**config.mk**
```make
export PLATFORM = sky130hd
export DESIGN_NAME = imem_loader_flat
export DESIGN_NICKNAME = d
export VERILOG_FILES = /design/src/rtl/imem_loader_if.sv /design/src/rtl/imem_loader.sv /design/src/flat_wrapper.sv
export SDC_FILE = /design/constraint.sdc
export NUM_CORES = 1
export LEC_CHECK = 0
export ABC_AREA = 1
export BUFFER_PORTS_ARGS = -buffer_cell sky130_fd_sc_hd__buf_2
export CAP_MARGIN = 10
export CORE_MARGIN = 10
export CORE_UTILIZATION = 37
export DETAILED_ROUTE_END_ITERATION = 12
export REMOVE_ABC_BUFFERS = 1
export SLEW_MARGIN = 20
export SYNTH_ARGS = -nofsm -noshare
export SYNTH_HDL_FRONTEND = slang
export SYNTH_SLANG_ARGS = --single-unit
```
**constraint.sdc**
```tcl
create_clock -name clk -period 2.3 [get_ports clk]
set_input_delay 0 -clock clk [delete_from_list [all_inputs] [get_ports clk]]
set_output_delay 0 -clock clk [all_outputs]
set_load 0.02 [all_outputs]
```
**src/rtl/imem_loader_if.sv**
```systemverilog
// Byte-stream load port and instruction-RAM write port of the instruction memory loader.
// The slave modport is the loader; the master modport is the host/RAM side.
interface imem_loader_if #(
  parameter int SIZE = 64,
  parameter int LW   = $clog2(SIZE) + 1
);
  logic          start;
  logic [LW-1:0] len;
  logic          abort;
  logic [7:0]    byte_in;
  logic          byte_valid;
  logic          byte_ready;
  logic          mem_we;
  logic [31:0]   mem_adr;
  logic [31:0]   mem_wd;
  logic          busy;
  logic          cpu_hold;
  logic          done;
  logic          err;

  modport slave (
    input  start, len, abort, byte_in, byte_valid,
    output byte_ready, mem_we, mem_adr, mem_wd, busy, cpu_hold, done, err
  );

  modport master (
    output start, len, abort, byte_in, byte_valid,
    input  byte_ready, mem_we, mem_adr, mem_wd, busy, cpu_hold, done, err
  );
endinterface

```
**src/rtl/imem_loader.sv**
```systemverilog
// Loads a program into instruction RAM from a byte stream, packing big-endian
// 32-bit words and holding the CPU in reset until the load completes.
module imem_loader #(
  parameter int SIZE = 64,
  parameter int LW   = $clog2(SIZE) + 1
) (
  input  logic          clk,
  input  logic          reset,
  imem_loader_if.slave  bus
);
  localparam int IW = $clog2(SIZE);

  localparam logic [1:0] S_IDLE  = 2'd0;
  localparam logic [1:0] S_RECV  = 2'd1;
  localparam logic [1:0] S_WRITE = 2'd2;

  logic [1:0]    state_q, state_d;
  logic [LW-1:0] len_q, len_d;
  logic [IW-1:0] idx_q, idx_d;
  logic [1:0]    cnt_q, cnt_d;
  logic [23:0]   asm_q, asm_d;
  logic [31:0]   adr_q, adr_d;
  logic [31:0]   wd_q, wd_d;
  logic          done_q, done_d;
  logic          err_q, err_d;

  logic len_ok;
  logic accept;
  logic last_word;

  assign len_ok    = (bus.len != '0) && (bus.len <= LW'(SIZE));
  assign accept    = (state_q == S_RECV) && bus.byte_valid && !bus.abort;
  assign last_word = (LW'(idx_q) == len_q - LW'(1));

  // NOTE: every next-state signal gets a default first, so no path through the case can infer a latch.
  always_comb begin
    state_d = state_q;
    len_d   = len_q;
    idx_d   = idx_q;
    cnt_d   = cnt_q;
    asm_d   = asm_q;
    adr_d   = adr_q;
    wd_d    = wd_q;
    done_d  = done_q;
    err_d   = err_q;

    case (state_q)
      S_IDLE: begin
        if (bus.start) begin
          done_d = 1'b0;
          if (!len_ok) begin
            err_d = 1'b1;
          end else begin
            err_d   = 1'b0;
            len_d   = bus.len;
            idx_d   = '0;
            cnt_d   = '0;
            state_d = S_RECV;
          end
        end
      end
      S_RECV: begin
        if (bus.abort) begin
          state_d = S_IDLE;
          err_d   = 1'b1;
          done_d  = 1'b0;
        end else if (accept) begin
          cnt_d = cnt_q + 2'd1;
          asm_d = {asm_q[15:0], bus.byte_in};
          // Output registers load on the 4th byte so they are stable for the whole write cycle.
          if (cnt_q == 2'd3) begin
            wd_d    = {asm_q, bus.byte_in};
            adr_d   = 32'({idx_q, 2'b00});
            state_d = S_WRITE;
          end
        end
      end
      S_WRITE: begin
        if (bus.abort) begin
          state_d = S_IDLE;
          err_d   = 1'b1;
          done_d  = 1'b0;
        end else if (last_word) begin
          state_d = S_IDLE;
          done_d  = 1'b1;
        end else begin
          idx_d   = idx_q + IW'(1);
          state_d = S_RECV;
        end
      end
      default: state_d = S_IDLE;
    endcase
  end

  // NOTE: sequential state uses non-blocking assignments so all registers update together at the edge.
  always_ff @(posedge clk or posedge reset) begin
    if (reset) begin
      state_q <= S_IDLE;
      len_q   <= '0;
      idx_q   <= '0;
      cnt_q   <= '0;
      asm_q   <= '0;
      adr_q   <= '0;
      wd_q    <= '0;
      done_q  <= 1'b0;
      err_q   <= 1'b0;
    end else begin
      state_q <= state_d;
      len_q   <= len_d;
      idx_q   <= idx_d;
      cnt_q   <= cnt_d;
      asm_q   <= asm_d;
      adr_q   <= adr_d;
      wd_q    <= wd_d;
      done_q  <= done_d;
      err_q   <= err_d;
    end
  end

  // Abort wins over a pending write and blocks byte acceptance in the same cycle.
  assign bus.byte_ready = (state_q == S_RECV) && !bus.abort;
  assign bus.mem_we     = (state_q == S_WRITE) && !bus.abort;
  assign bus.mem_adr    = adr_q;
  assign bus.mem_wd     = wd_q;
  assign bus.busy       = (state_q != S_IDLE);
  assign bus.cpu_hold   = (state_q != S_IDLE);
  assign bus.done       = done_q;
  assign bus.err        = err_q;
endmodule

```
**src/flat_wrapper.sv**
```systemverilog
// flat-port wrapper written by rule: the top's interface ports become plain ports
module imem_loader_flat 
#(
  parameter int SIZE = 64,
  parameter int LW   = $clog2(SIZE) + 1
)
  (clk, reset, bus_start, bus_len, bus_abort, bus_byte_in, bus_byte_valid, bus_byte_ready, bus_mem_we, bus_mem_adr, bus_mem_wd, bus_busy, bus_cpu_hold, bus_done, bus_err);
  imem_loader_if #(.SIZE(SIZE), .LW(LW)) bus_i ();
  input  logic clk;
  input  logic reset;
  input wire logic [$bits(bus_i.start)-1:0] bus_start;
  input wire logic [$bits(bus_i.len)-1:0] bus_len;
  input wire logic [$bits(bus_i.abort)-1:0] bus_abort;
  input wire logic [$bits(bus_i.byte_in)-1:0] bus_byte_in;
  input wire logic [$bits(bus_i.byte_valid)-1:0] bus_byte_valid;
  output wire logic [$bits(bus_i.byte_ready)-1:0] bus_byte_ready;
  output wire logic [$bits(bus_i.mem_we)-1:0] bus_mem_we;
  output wire logic [$bits(bus_i.mem_adr)-1:0] bus_mem_adr;
  output wire logic [$bits(bus_i.mem_wd)-1:0] bus_mem_wd;
  output wire logic [$bits(bus_i.busy)-1:0] bus_busy;
  output wire logic [$bits(bus_i.cpu_hold)-1:0] bus_cpu_hold;
  output wire logic [$bits(bus_i.done)-1:0] bus_done;
  output wire logic [$bits(bus_i.err)-1:0] bus_err;
  assign bus_i.start = bus_start;
  assign bus_i.len = bus_len;
  assign bus_i.abort = bus_abort;
  assign bus_i.byte_in = bus_byte_in;
  assign bus_i.byte_valid = bus_byte_valid;
  assign bus_byte_ready = bus_i.byte_ready;
  assign bus_mem_we = bus_i.mem_we;
  assign bus_mem_adr = bus_i.mem_adr;
  assign bus_mem_wd = bus_i.mem_wd;
  assign bus_busy = bus_i.busy;
  assign bus_cpu_hold = bus_i.cpu_hold;
  assign bus_done = bus_i.done;
  assign bus_err = bus_i.err;
  imem_loader #(.SIZE(SIZE), .LW(LW)) u_core (.clk(clk), .reset(reset), .bus(bus_i));
endmodule
```
# Yosys cells after proc, flatten, opt, wreduce, memory -nomap -nowiden
# Index checks and enable logic that the tools add are counted.
dict set report word_totals {
  wordCells 78
  reg_bits 81
  input_bits 20
}
dict set report op_classes {
  n_eq_ne 15
  muxes 27
  n_bitwise 1
  n_reduce_logical 22
  n_addsub 3
  magnitude_cmp 1
}
# operator n
set op_table {}
lappend op_table {{2-to-1 mux 6 bit} 4}
lappend op_table {{2-to-1 mux 2 bit} 10}
lappend op_table {{case mux 6 bit (2 select lines)} 1}
lappend op_table {{AND reduction 4 bit} 3}
lappend op_table {{!= test 2 bit (second input constant)} 5}
lappend op_table {{AND reduction 5 bit} 2}
lappend op_table {{AND reduction 3 bit} 3}
lappend op_table {{2-to-1 mux 1 bit} 8}
lappend op_table {{nonzero test 2 bit} 4}
lappend op_table {{== test 6 x 7 -> 1 bit} 1}
lappend op_table {{<= comparator 7 bit (second input constant)} 1}
lappend op_table {{nonzero test 7 bit} 1}
lappend op_table {{subtractor 7 x 1 -> 7 bit (second input constant)} 1}
lappend op_table {{adder 6 x 1 -> 6 bit (second input constant)} 1}
lappend op_table {{!= test 2 x 1 -> 1 bit (second input constant)} 3}
lappend op_table {{!= test 3 x 2 -> 1 bit (second input constant)} 2}
lappend op_table {{case mux 2 bit (3 select lines)} 1}
lappend op_table {{logical AND 1 bit} 5}
lappend op_table {{== test 2 bit (second input constant)} 2}
lappend op_table {{case mux 2 bit (2 select lines)} 1}
lappend op_table {{!= test 3 bit (second input constant)} 1}
lappend op_table {{case mux 1 bit (3 select lines)} 1}
lappend op_table {{nonzero test 3 bit} 1}
lappend op_table {{adder 2 x 1 -> 2 bit (second input constant)} 1}
lappend op_table {{other kinds (6)} 6}

# Longest topological paths before layout
# Gate-level depths: netlist (run 1).
dict set report depth {
  word_depth 6
  mapped_depth 14
  ltp_nobuf 14
}

# Least setup slack after synthesis (run 1)
# No wires, ideal clock.
dict set report synth_path {
  path_kind {reg-to-reg}
  start {reg u_core.state_q[0]}
  end {reg u_core.idx_q[0]}
  slack_ns 0.659
  setup_time_ns 0.117
  required_ns 2.183
  period_less_slack_ns 1.641
  arrival_time_ns 1.525
  path_buffers 0
  stages_incl_launch_ff 12
  cell_sequence {dfrtp_1 > inv_1 > ha_1 > inv_2 > nor2_4 > inv_2 > o21ai_1 > inv_2 > nor2_8 > nand2_4 > nand2_1 > nand2_1}
}
dict set report synth_between {
  elab_chain_cells 3
  elab_cells_between_ends 9
  cone_classes {5 x eq/ne; 1 x mux; 3 x reduce/logical}
}
# item line
set synth_rtl {}
lappend synth_rtl {{from (decl)} imem_loader.sv:17} ;# logic [1:0] state_q, state_d;
lappend synth_rtl {{from (signal assigned)} imem_loader.sv:108} ;# state_q <= state_d;
lappend synth_rtl {{== test 2 bit / zero test 2 bit (equally long branches)} imem_loader.sv:47} ;# case (state_q)
lappend synth_rtl {{!= test 2 bit (no source line) (tied with other cells)} --}
lappend synth_rtl {{AND reduction 5 bit (no source line)} --}
lappend synth_rtl {{to (signal assigned)} imem_loader.sv:110} ;# idx_q <= idx_d;
lappend synth_rtl {{to (decl)} imem_loader.sv:19} ;# logic [IW-1:0] idx_q, idx_d;
# Several ways; a longest one is shown, not always the timed one.
# A chain may end at the register's enable or synchronous reset.

# Worst setup path after layout (run 1)
dict set report layout_path {
  start {reg u_core.state_q[1]}
  end {reg u_core.cnt_q[0]}
}
dict set report layout_between {
  elab_chain_cells 5
  elab_cells_between_ends 11
  cone_classes {5 x eq/ne; 1 x mux; 5 x reduce/logical}
}
# item line
set layout_rtl {}
lappend layout_rtl {{== test 2 x 1 -> 1 bit} {imem_loader.sv:32, imem_loader.sv:47}}
lappend layout_rtl {{logical AND 1 bit (2 in series)} imem_loader.sv:32} ;# assign accept = (state_q == S_RECV) && bus.byte_valid && !bus.abort;
lappend layout_rtl {{!= test 2 x 1 -> 1 bit (no source line)} --}
lappend layout_rtl {{AND reduction 5 bit (no source line)} --}
lappend layout_rtl {{to (signal assigned)} imem_loader.sv:111} ;# cnt_q <= cnt_d;
lappend layout_rtl {{to (decl)} imem_loader.sv:20} ;# logic [1:0] cnt_q, cnt_d;
# Several ways; a longest one is shown, not always the timed one.

==> metrics.cfg, run 1 <==
[sta]
maxSlewHeadroom_pct = 54.44
setup_violations = 0
worst_clock_skew_ps = 11.25
tns_ps = 0
finalHoldViolCount = 0
slew_violations = 0
holdWs_ps = 154.3
min_period_ps = 1869
fin_crit_sh_pct = 81.24
worst_slew_pin_slew_ps = 682.6
rsz0062_at_grt = false
fmax_ghz = 0.5352

[global_routing]
grtUsageTotal_pct = 11.38
grt_pass1_wl_um = 13930
grt_overflow = 0
antenna_found_initial = 0
grt_pass1_vias = 3015
grt_max_degree = 50

[power]
ir_worst_vdd_v = 0.0005922
p_per_area_mw_per_mm2 = 1136
leakage_nw = 2.420

[setup_path]
worstPathRequired_ps = 2570
crit_arrival_ps = 2140
crit_fanout = 49
endpoint_kind = flop
crit_path_start_kind = flop
path_class = reg2reg

[floorplanning]
io_pins = 90
rows = 37
die_area_mm2 = 0.01506
die_y_um = 122.7
initial_core_util_pct = 37.80
coreArea_mm2 = 0.01032
dieWidth_um = 122.7

[layout]
layout-area-overhead-vs-synth_pct = 18.63
post-route-util_pct = 44.84
n_fill_cell = 1019
layout_commonest_cell = nand2_1
layoutNonFillerInstCount = 664
seq_area_mm2 = 0.002027
nNetsFinal = 551
fin_area_mm2 = 0.004629
mostFrequentLayoutCells = nand2_1, dfrtp_1, buf_2, inv_1, o21ai_0
drive_above_1_share_pct = 22.35
diodes = 0
multiInputGateArea_mm2 = 0.001500

[synth]
ys_seq_elements = 81
ys_warn_count = 0
synth_top_area_share_pct = 51.94
postSynthCellCount = 443
netlist_area_mm2 = 0.003902
synth_area_leaders = dfrtp_1, nand2_1, buf_4
yosysSeqAreaShare_pct = 51.94
synth_area_per_cell_um2 = 8.809
yosysUniqueCellTypes = 30
yosys.area.top_type = dfrtp_1

[clock_tree]
clockRootBuffer = clkbuf_8
insertion_delay_ps = 360
htreeDepth = 3
path_clk_slew_ps = 90
clockBufferDepth = 2
cts.sinks = 81
cts_tree = done
cts_setup_buffers = 0
cts_buffers = 9

[hold_path]
hold_class = in2reg

[detailed_routing]
drt_iter0_markers = 176
dr.pass1.iters = 4
drtAntennaViolNets = 0
drc = 0
routed_via_density = 4.428
avgRoutedWirePerCell_um = 12.43
via_count = 2940
wirelength_um = 8256

[place]
place_inst = 631
place_area_mm2 = 0.004259
hpwl_um = 6007
gp_congestion = 0.8526
portBuffers = 63

[flow_run]
maxCapViolCount = 0

[status]
status = completed

-- worst paths after layout --
kind                                                         from                                 to  slack [ps]  cells past startpoint
worst max-delay path                u_core.state_q[1]$_DFFE_PP0P_        u_core.cnt_q[0]$_DFFE_PP0P_         430                      9
worst min-delay path                                    bus_start         u_core.bus.err$_DFFE_PP0P_         150                      4
worst max register to register      u_core.state_q[1]$_DFFE_PP0P_        u_core.cnt_q[0]$_DFFE_PP0P_         430                      9
worst min register to register  u_core.bus.mem_wd[20]$_DFFE_PP0P_  u_core.bus.mem_wd[20]$_DFFE_PP0P_         490                      2
max in group asynchronous                                   reset   u_core.bus.mem_wd[8]$_DFFE_PP0P_        1380                      4
min in group asynchronous                                   reset  u_core.bus.mem_wd[21]$_DFFE_PP0P_         270                      3
-- cells in the mapped netlist, drive strengths merged --
cell    instances
clkbuf          6
nand2         125
dfrtp          81
ha              8
nand3b          2
nand3          18
a22oi           1
mux2            8
nor2           31
nor3b           2
a211oi          1
conb            1
o21ai          60
inv            54
buf            34
a21oi           6
nor3            1
nand4           2
xor2            2
-- flip-flops by register name, summed over array words and instances, names as in the netlist --
register	cells
u_core.idx_q	6
u_core.bus.mem_wd	32
u_core.state_q	2
u_core.bus.done	1
u_core.asm_q	24
u_core.bus.err	1
u_core.cnt_q	2
u_core.len_q	7
u_core.bus.mem_adr	6
-- metrics by stage --
step	setup WS, ps	total power, mW
5_1_grt	181.4	5.711
6_report	431.4	5.258
3_3_place_gp	545.7	4.160
2_1_floorplan	-328.8	3.636
3_5_place_dp	422.2	4.222
4_1_cts	387.6	5.344
-- cell type report --
cell class / instances / area share, %
clock buffer: 9 / 2.676
multi-input combinational: 293 / 32.41
clock inverter: 7 / 1.649
inverter: 54 / 4.405
timing repair buffer: 84 / 11.41
tap: 136 / 3.676
sequential: 81 / 43.78
-- worst max-delay path, cell delays in order, from the launching register on --
cell and delay, ps:
dfrtp_1 440, inv_1 100, ha_1 230, nand2_1 110, nor2_4 100, buf_4 360, nor2_1 100, nor2_1 170
nand3_1 80, o21ai_0 80
-- logic make-up (layout without fill, tap and decap cells) --
kind of cell / Yosys count / count (layout) / share of synthesized area [%]
compound gates: 68 / 68 / 8.849
fa+ha+maj: 8 / 8 / 2.565
mux: 8 / 8 / 3.078
flops: 81 / 81 / 51.94
xor+xnor: 2 / 2 / 0.4489
other cells: 1 / 26 / 0.09609
buf+inv: 94 / 154 / 12.02
simple gates: 181 / 181 / 21.00
-- power breakdown --
group / internal, mW / total, mW / switching (mW)
sequential: 1.91 / 2.20 / 0.291
clock: 0.509 / 1.07 / 0.563
combinational: 0.693 / 1.98 / 1.29
-- per-layer routing --
| layer | track usage (%) | vias up | part of all wire [%] | routed length, um |
|---|---|---|---|---|
| met5 | 0 | - | 0 | 0 |
| met4 | 4.492 | 0 | 1.6 | 131 |
| met3 | 4.040 | 13 | 7.3 | 604 |
| met2 | 18.07 | 75 | 46 | 3803 |
| met1 | 13.83 | 1358 | 45 | 3718 |
| li1 | - | 1494 | - | - |
-- what timing repair did --
| action | in CTS | in global routing |
|---|---|---|
| endpoints found under the hold margin | 60 | 0 |
| hold buffers | 17 | 0 |
| resized for setup | 0 | 0 |
Power figures use the tool's default switching activity.
==> run 2: changes to the inputs <==
==> constraint.sdc (replaced) <==
create_clock -name clk -period 1.8 [get_ports clk]
set_input_delay 0 -clock clk [delete_from_list [all_inputs] [get_ports clk]]
set_output_delay 0 -clock clk [all_outputs]
set_load 0.02 [all_outputs]
==> run 2 against run 1 <==
Compared with the run above: cell area grew 3.0%; highest routed layer unchanged; worst hold slack lost 100 ps; critical path type unchanged; clock power grew 64%; largest power group unchanged; fmax grew 11%; sequential power grew 28%; global-route usage grew 0.50 points; final cell count grew 0.60%; power grew 37%.
==> metrics.cfg, run 2 (synthesis gave the netlist of run 1 again) <==
[hold_path]
hold_class = in2reg

[global_routing]
grt_pass1_wl_um = 14660  ; +5.2%
grt_overflow = 0  ; unchanged
antenna_found_initial = 0  ; unchanged
grt_pass1_vias = 3124  ; +3.6%
grt_max_degree = 50  ; unchanged
grtUsageTotal_pct = 11.87  ; +0.50 points

[floorplanning]
initial_core_util_pct = 37.80  ; unchanged
coreArea_mm2 = 0.01032  ; unchanged
io_pins = 90  ; unchanged
die_y_um = 122.7  ; unchanged
die_area_mm2 = 0.01506  ; unchanged
rows = 37  ; unchanged
dieWidth_um = 122.7  ; unchanged

[place]
portBuffers = 63  ; unchanged
hpwl_um = 6108  ; +1.7%
place_area_mm2 = 0.004309  ; +1.2%
gp_congestion = 0.8260  ; -3.1%
place_inst = 636  ; +0.79%

[layout]
layoutNonFillerInstCount = 668  ; +0.60%
diodes = 0  ; unchanged
fin_area_mm2 = 0.004770  ; +3.0%
drive_above_1_share_pct = 24.25  ; +1.9 points
layout_commonest_cell = nand2_1
largest_register_ffs = 32  ; unchanged
layout-area-overhead-vs-synth_pct = 22.22
mostFrequentLayoutCells = nand2_1, dfrtp_1, buf_2, inv_1, o21ai_0
nNetsFinal = 556  ; +0.91%

[sta]
min_period_ps = 1687  ; -182.0 ps
worst_slew_pin_slew_ps = 606.4  ; -76.19 ps
finalHoldViolCount = 0  ; unchanged
setup_violations = 0  ; unchanged
slew_violations = 0  ; unchanged
worst_clock_skew_ps = 11.44  ; +0.1942 ps
rsz0062_at_grt = true
fmax_ghz = 0.5929  ; +11%
maxSlewHeadroom_pct = 59.52  ; +5.1 points
fin_crit_sh_pct = 93.70  ; +12 points

[clock_tree]
clockRootBuffer = clkbuf_8
cts_buffers = 9  ; unchanged
clockBufferDepth = 2  ; unchanged
htreeDepth = 3  ; unchanged
cts.sinks = 81  ; unchanged
cts_tree = done
insertion_delay_ps = 340  ; -20 ps
path_clk_slew_ps = 80  ; about the same

[power]
leakage_nw = 2.493  ; +3.0%
ir_worst_vdd_v = 0.0007796  ; +32%
total_power_mw = 7.179  ; +37%
p_per_area_mw_per_mm2 = 1505  ; +33%

[detailed_routing]
drtAntennaViolNets = 0  ; unchanged
avgRoutedWirePerCell_um = 12.55  ; +0.91%
drc = 0  ; unchanged
wirelength_um = 8381  ; +1.5%
routed_via_density = 4.428  ; about the same
drt_iter0_markers = 157  ; -11%
via_count = 2958  ; +0.61%
dr.pass1.iters = 4  ; unchanged

[setup_path]
crit_fanout = 7  ; -86%
path_class = reg2reg
worstPathRequired_ps = 2080  ; -490 ps
crit_arrival_ps = 1960  ; -180 ps
crit_path_start_kind = flop
endpoint_kind = flop

[status]
status = completed

[flow_run]
maxCapViolCount = 0  ; unchanged

run 2: cell count changes in the layout (fill, tap and decap cells not counted), sizes merged:
| cell | delta |
|---|---|
| clkinvlp | -2 |
| clkinv | -1 |
| inv | -1 |
| dlygate4sd3 | -1 |
| buf | +6 |
| bufinv | +3 |
run 2: power by group:
part | internal [mW] | leakage, nW | switching, mW
combinational | 0.934 | 1.30 | 1.68
clock | 1.07 | 0.131 | 0.679
sequential | 2.44 | 1.06 | 0.372
total | 4.45 | 2.49 | 2.73
run 2: path summary, 6_finish.rpt:
kind	to	start	cells past startpoint	slack [ps]
worst max-delay path	u_core.idx_q[4]$_DFFE_PP0P_	u_core.len_q[0]$_DFFE_PP0P_	12	110
worst min-delay path	u_core.bus.done$_DFFE_PP0P_	bus_abort	4	50
worst max register to register	u_core.idx_q[4]$_DFFE_PP0P_	u_core.len_q[0]$_DFFE_PP0P_	12	110
worst min register to register	u_core.asm_q[12]$_DFFE_PP0P_	u_core.asm_q[4]$_DFFE_PP0P_	2	480
max in group asynchronous	u_core.asm_q[4]$_DFFE_PP0P_	reset	4	900
min in group asynchronous	u_core.bus.mem_wd[21]$_DFFE_PP0P_	reset	3	250
run 2: stage by stage:
stage | setup slack (ps) | hold slack (ps) | TNS (ps) | util (%)
3_5_place_dp | 24.11 | 109.2 | 0 | 41.74
3_3_place_gp | 59.15 | 86.49 | 0 | 41.74
5_1_grt | -30.85 | 33.69 | -43.23 | 46.20
6_report | 113.5 | 49.66 | 0 | 46.20
4_1_cts | 3.830 | 27.90 | 0 | 45.85
2_1_floorplan | -828.8 | 38.27 | -49890 | -
run 2: critical path, stage by stage, from the launching register on:
cell     delay (ps)
dfrtp_1         380
inv_2            70
ha_2            330
inv_1            40
nand2_1          50
nand2_1          60
nor2_2          110
nand3_2          90
nor2_4          130
nand3_4         140
nand2_4         110
nand2_1          60
nand2_1          60
run 2: layer usage:
| metal | track usage (%) | share of wire (%) | up-vias |
|---|---|---|---|
| li1 | - | - | 1513 |
| met1 | 14.34 | 46 | 1363 |
| met2 | 19.24 | 47 | 80 |
| met3 | 4.500 | 6.9 | 2 |
| met4 | 3.608 | 0.51 | 0 |
| met5 | 0 | 0 | - |
run 2: final cells by class:
type / count / area [um^2]
tap: 136 / 170.2
clock buffer: 9 / 123.9
timing repair buffer: 89 / 579.3
fill: 1006 / 5554
inverter: 54 / 203.9
multi-input combinational: 293 / 1523
sequential: 81 / 2029
clock inverter: 6 / 140.1
run 2: repair_timing:
item                                    4_1_cts  5_1_grt
resized for setup                             0        9
hold buffers                                 16        0
hold endpoints to repair                     55        0
buffers inserted                              0        1
endpoints found under the setup margin        0       14
==> run 3: changes to the inputs <==
--- a/config.mk
+++ b/config.mk
@@ -5,7 +5,6 @@
 export SDC_FILE = /design/constraint.sdc
 export NUM_CORES = 1
 export LEC_CHECK = 0
-export ABC_AREA = 1
 export BUFFER_PORTS_ARGS = -buffer_cell sky130_fd_sc_hd__buf_2
 export CAP_MARGIN = 10
 export CORE_MARGIN = 10
==> run 3 against run 2 <==
Compared with the run above: the flow now finishes with violations (setup timing); worst hold slack gained 57 ps; sequential power is 3% higher; die area shrank 2.8%; flip-flop and latch count stayed put; power grew 4.4%; non-clock buffer count is 42 higher; fmax decreased by 29%; register-to-register slack lost 680 ps; via count shrank 12%; final cell count decreased by 16%; critical endpoint unchanged; largest power group is now combinational logic.
==> metrics.cfg, run 3 <==
[status]
status = finished with violations
violations = setup timing

[sta]
fin_crit_sh_pct = 131.5  ; +38 points
slew_violations = 0  ; unchanged
min_period_ps = 2368  ; +681.1 ps
holdWs_ps = 107.0  ; +57.36 ps
finalHoldViolCount = 0  ; unchanged
worst_clock_skew_ps = 10.52  ; -0.9213 ps
tns_ps = -4101  ; -4101 ps
setup_violations = 8  ; +8
setup_slack_ps = -567.6  ; -681.1 ps
fmax_ghz = 0.4224  ; -29%
rsz0062_at_grt = true

[synth]
synth_area_leaders = dfrtp_1, mux2_2, buf_4
yosysSeqAreaShare_pct = 53.71  ; +1.8 points
synth-edff-count = 0  ; unchanged
synth_top_area_share_pct = 53.71  ; +1.8 points
postSynthCellCount = 288  ; -35%
ys_top_cells_by_count = dfrtp_1, mux2_2, buf_4
synth_area_per_cell_um2 = 13.10  ; +49%
netlist_area_mm2 = 0.003774  ; -3.3%
synth-main-ff-cell = dfrtp_1
yosysUniqueCellTypes = 48  ; +60%
yosys.area.top_type = dfrtp_1
synth_most_common_cell = dfrtp_1
ys_seq_elements = 81  ; unchanged
ys_warn_count = 0  ; unchanged
synthArstFlopShare_pct = 100.0  ; unchanged

[power]
clockPowerShare_pct = 21.5  ; -2.8 points
switching_share_pct = 33.87  ; -4.2 points
pwr-share-seq_pct = 38.8  ; -0.4 points
p_per_area_mw_per_mm2 = 1482  ; -1.5%
p_int_mw = 4.958  ; +12%
power_switching_mw = 2.539  ; -7.1%
p_comb_share_pct = 39.8  ; +3.3 points
leakage_nw = 2.579  ; +3.4%
ir_worst_vdd_v = 0.0006958  ; -11%

[global_routing]
antenna_found_initial = 0  ; unchanged
grtUsageTotal_pct = 12.05  ; +0.18 points
grt_overflow = 0  ; unchanged
grt_pass1_wl_um = 14310  ; -2.4%
grt_pass1_vias = 2921  ; -6.5%
grt_max_degree = 82  ; +64%

[setup_path]
path_class = reg2reg
crit_path_start_kind = flop
cp_slowest_stage_delay_ps = 480  ; +100 ps
path_cells = inv_1 > ha_2 > or3b_4 > buf_6 > mux2i_2 > a311oi_2 > o21ai_2 > a21oi_4 > or4_1 > a21oi_1
endpoint_kind = flop
crit_arrival_ps = 2630  ; +670 ps
cp_top_family = simple AND/OR/NAND/NOR gates
crit_buf_inv = 2  ; unchanged
worstPathRequired_ps = 2070  ; about the same
crit_fanout = 8  ; +1
slowest_stage = or4_1

[layout]
layoutNonFillerInstCount = 558  ; -16%
drive_above_1_share_pct = 53.18  ; +29 points
n_fill_cell = 865  ; -14%
nNetsFinal = 449  ; -19%
post-route-util_pct = 51.27  ; +5.1 points
diodes = 0  ; unchanged
largest_register_ffs = 32  ; unchanged
mostFrequentLayoutCells = dfrtp_1, mux2_2, buf_2, buf_4, conb_1
layout-area-overhead-vs-synth_pct = 34.02
layout_commonest_cell = dfrtp_1

[floorplanning]
io_pins = 90  ; unchanged
die_y_um = 121.0  ; -1.4%
coreArea_mm2 = 0.009864  ; -4.4%
rows = 36  ; -2.7%
dieWidth_um = 121.0  ; -1.4%
die_area_mm2 = 0.01464  ; -2.8%
initial_core_util_pct = 38.25  ; +0.45 points

[clock_tree]
clockRootBuffer = clkbuf_8
cts.sinks = 81  ; unchanged
path_clk_slew_ps = 90  ; about the same
insertion_delay_ps = 350  ; about the same
htreeDepth = 3  ; unchanged
cts_buffers = 9  ; unchanged
clockBufferDepth = 2  ; unchanged
cts_tree = done

[detailed_routing]
dr.pass1.iters = 4  ; unchanged
drt_iter0_markers = 56  ; -64%
drc = 0  ; unchanged
wirelength_um = 8562  ; +2.2%
drtAntennaViolNets = 0  ; unchanged
via_count = 2613  ; -12%
avgRoutedWirePerCell_um = 15.34  ; +22%
routed_via_density = 4.683  ; +5.8%

[place]
hpwl_um = 6044  ; -1.1%
place_inst = 523  ; -18%
portBuffers = 63  ; unchanged
gp_congestion = 0.8102  ; -1.9%

[hold_path]
hold_class = in2reg

[flow_run]
maxCapViolCount = 0  ; unchanged

## run 3: cell count changes after synthesis, moves of 6 or more
cell,before,now
buf_2,6,0
inv_1,44,6
inv_2,10,0
mux2_2,0,70
mux2_4,8,0
nand2_1,119,12
nand3_1,16,4
nor2_1,23,6
o21ai_0,38,3
o21ai_1,22,1
## run 3: layout make-up
type | count | area (um^2) | area share [%]
flip-flops and latches | 81 | 2027 | 40.08
well taps | 133 | 166.4 | 3.290
clock buffers | 9 | 123.9 | 2.449
inverters | 7 | 28.78 | 0.5690
clock inverters | 6 | 116.4 | 2.301
repair buffers | 131 | 938.4 | 18.56
multi-input cells | 191 | 1657 | 32.76
## run 3: through the flow
step,setup slack [ps],power (mW),instance area [um^2]
after global placement,-501.1,5.743,4522
after floorplan,-1327,4.650,3638
after CTS,-559.1,7.549,4999
after global routing,-672.6,8.006,5057
final,-567.6,7.496,5057
after detailed placement,-571.1,5.836,4522
## run 3: per-layer routing
layer  track usage, %  wire length (um)  part of all wire, %  up-vias
met2            20.48              4215                   49       72
met3            4.700               673                  7.9       14
met1            13.11              3528                   41     1296
met4            5.053               145                  1.7        0
met5                0                 0                    0        -
li1                 -                 -                    -     1231
## run 3: cells by family after synthesis
logic type,after synthesis,synth area share (%)
mux,71,21.15
compound gates,30,6.366
other cells,1,0.09937
xor+xnor,6,1.857
flops,81,53.71
buf+inv,41,6.764
simple gates,50,7.394
fa+ha+maj,8,2.653
## run 3: worst paths after layout
kind,startpoint,endpoint,slack [ps],cells after the start
setup reg to reg,u_core.len_q[0]$_DFFE_PP0P_,u_core.idx_q[4]$_DFFE_PP0P_,-570,10
setup / recovery,u_core.len_q[0]$_DFFE_PP0P_,u_core.idx_q[4]$_DFFE_PP0P_,-570,10
max in group asynchronous,reset,u_core.bus.mem_adr[5]$_DFFE_PP0P_,1150,4
min in group asynchronous,reset,u_core.bus.mem_wd[4]$_DFFE_PP0P_,270,4
hold / removal,bus_abort,u_core.bus.err$_DFFE_PP0P_,110,5
hold reg to reg,u_core.bus.mem_wd[14]$_DFFE_PP0P_,u_core.bus.mem_wd[14]$_DFFE_PP0P_,500,1
## run 3: power by group through the flow
stage / combinational, mW / clock [mW] / sequential, mW
3_3_place_gp: 2.83 / 0 / 2.92
2_1_floorplan: 1.35 / 0 / 3.30
3_5_place_dp: 2.89 / 0 / 2.95
5_1_grt: 3.26 / 1.73 / 3.02
6_report: 2.98 / 1.61 / 2.91
4_1_cts: 2.98 / 1.66 / 2.92
## run 3: worst register-to-register path: cells and delay by family, from the launching register on
kind | cells | cell delay (ps)
fa+ha+maj | 1 | 160
flops | 1 | 390
mux | 1 | 190
compound gates | 4 | 520
simple gates | 2 | 870
buf+inv | 2 | 190
## run 3: repair_timing
item                                    4_1_cts  5_1_grt
gates resized for setup                      10       13
endpoints found under the hold margin       104        0
pin swaps                                     8        2
endpoints found under the setup margin       42       61
cloned                                        1        0
setup buffers                                 2        1
hold buffers                                 16        0
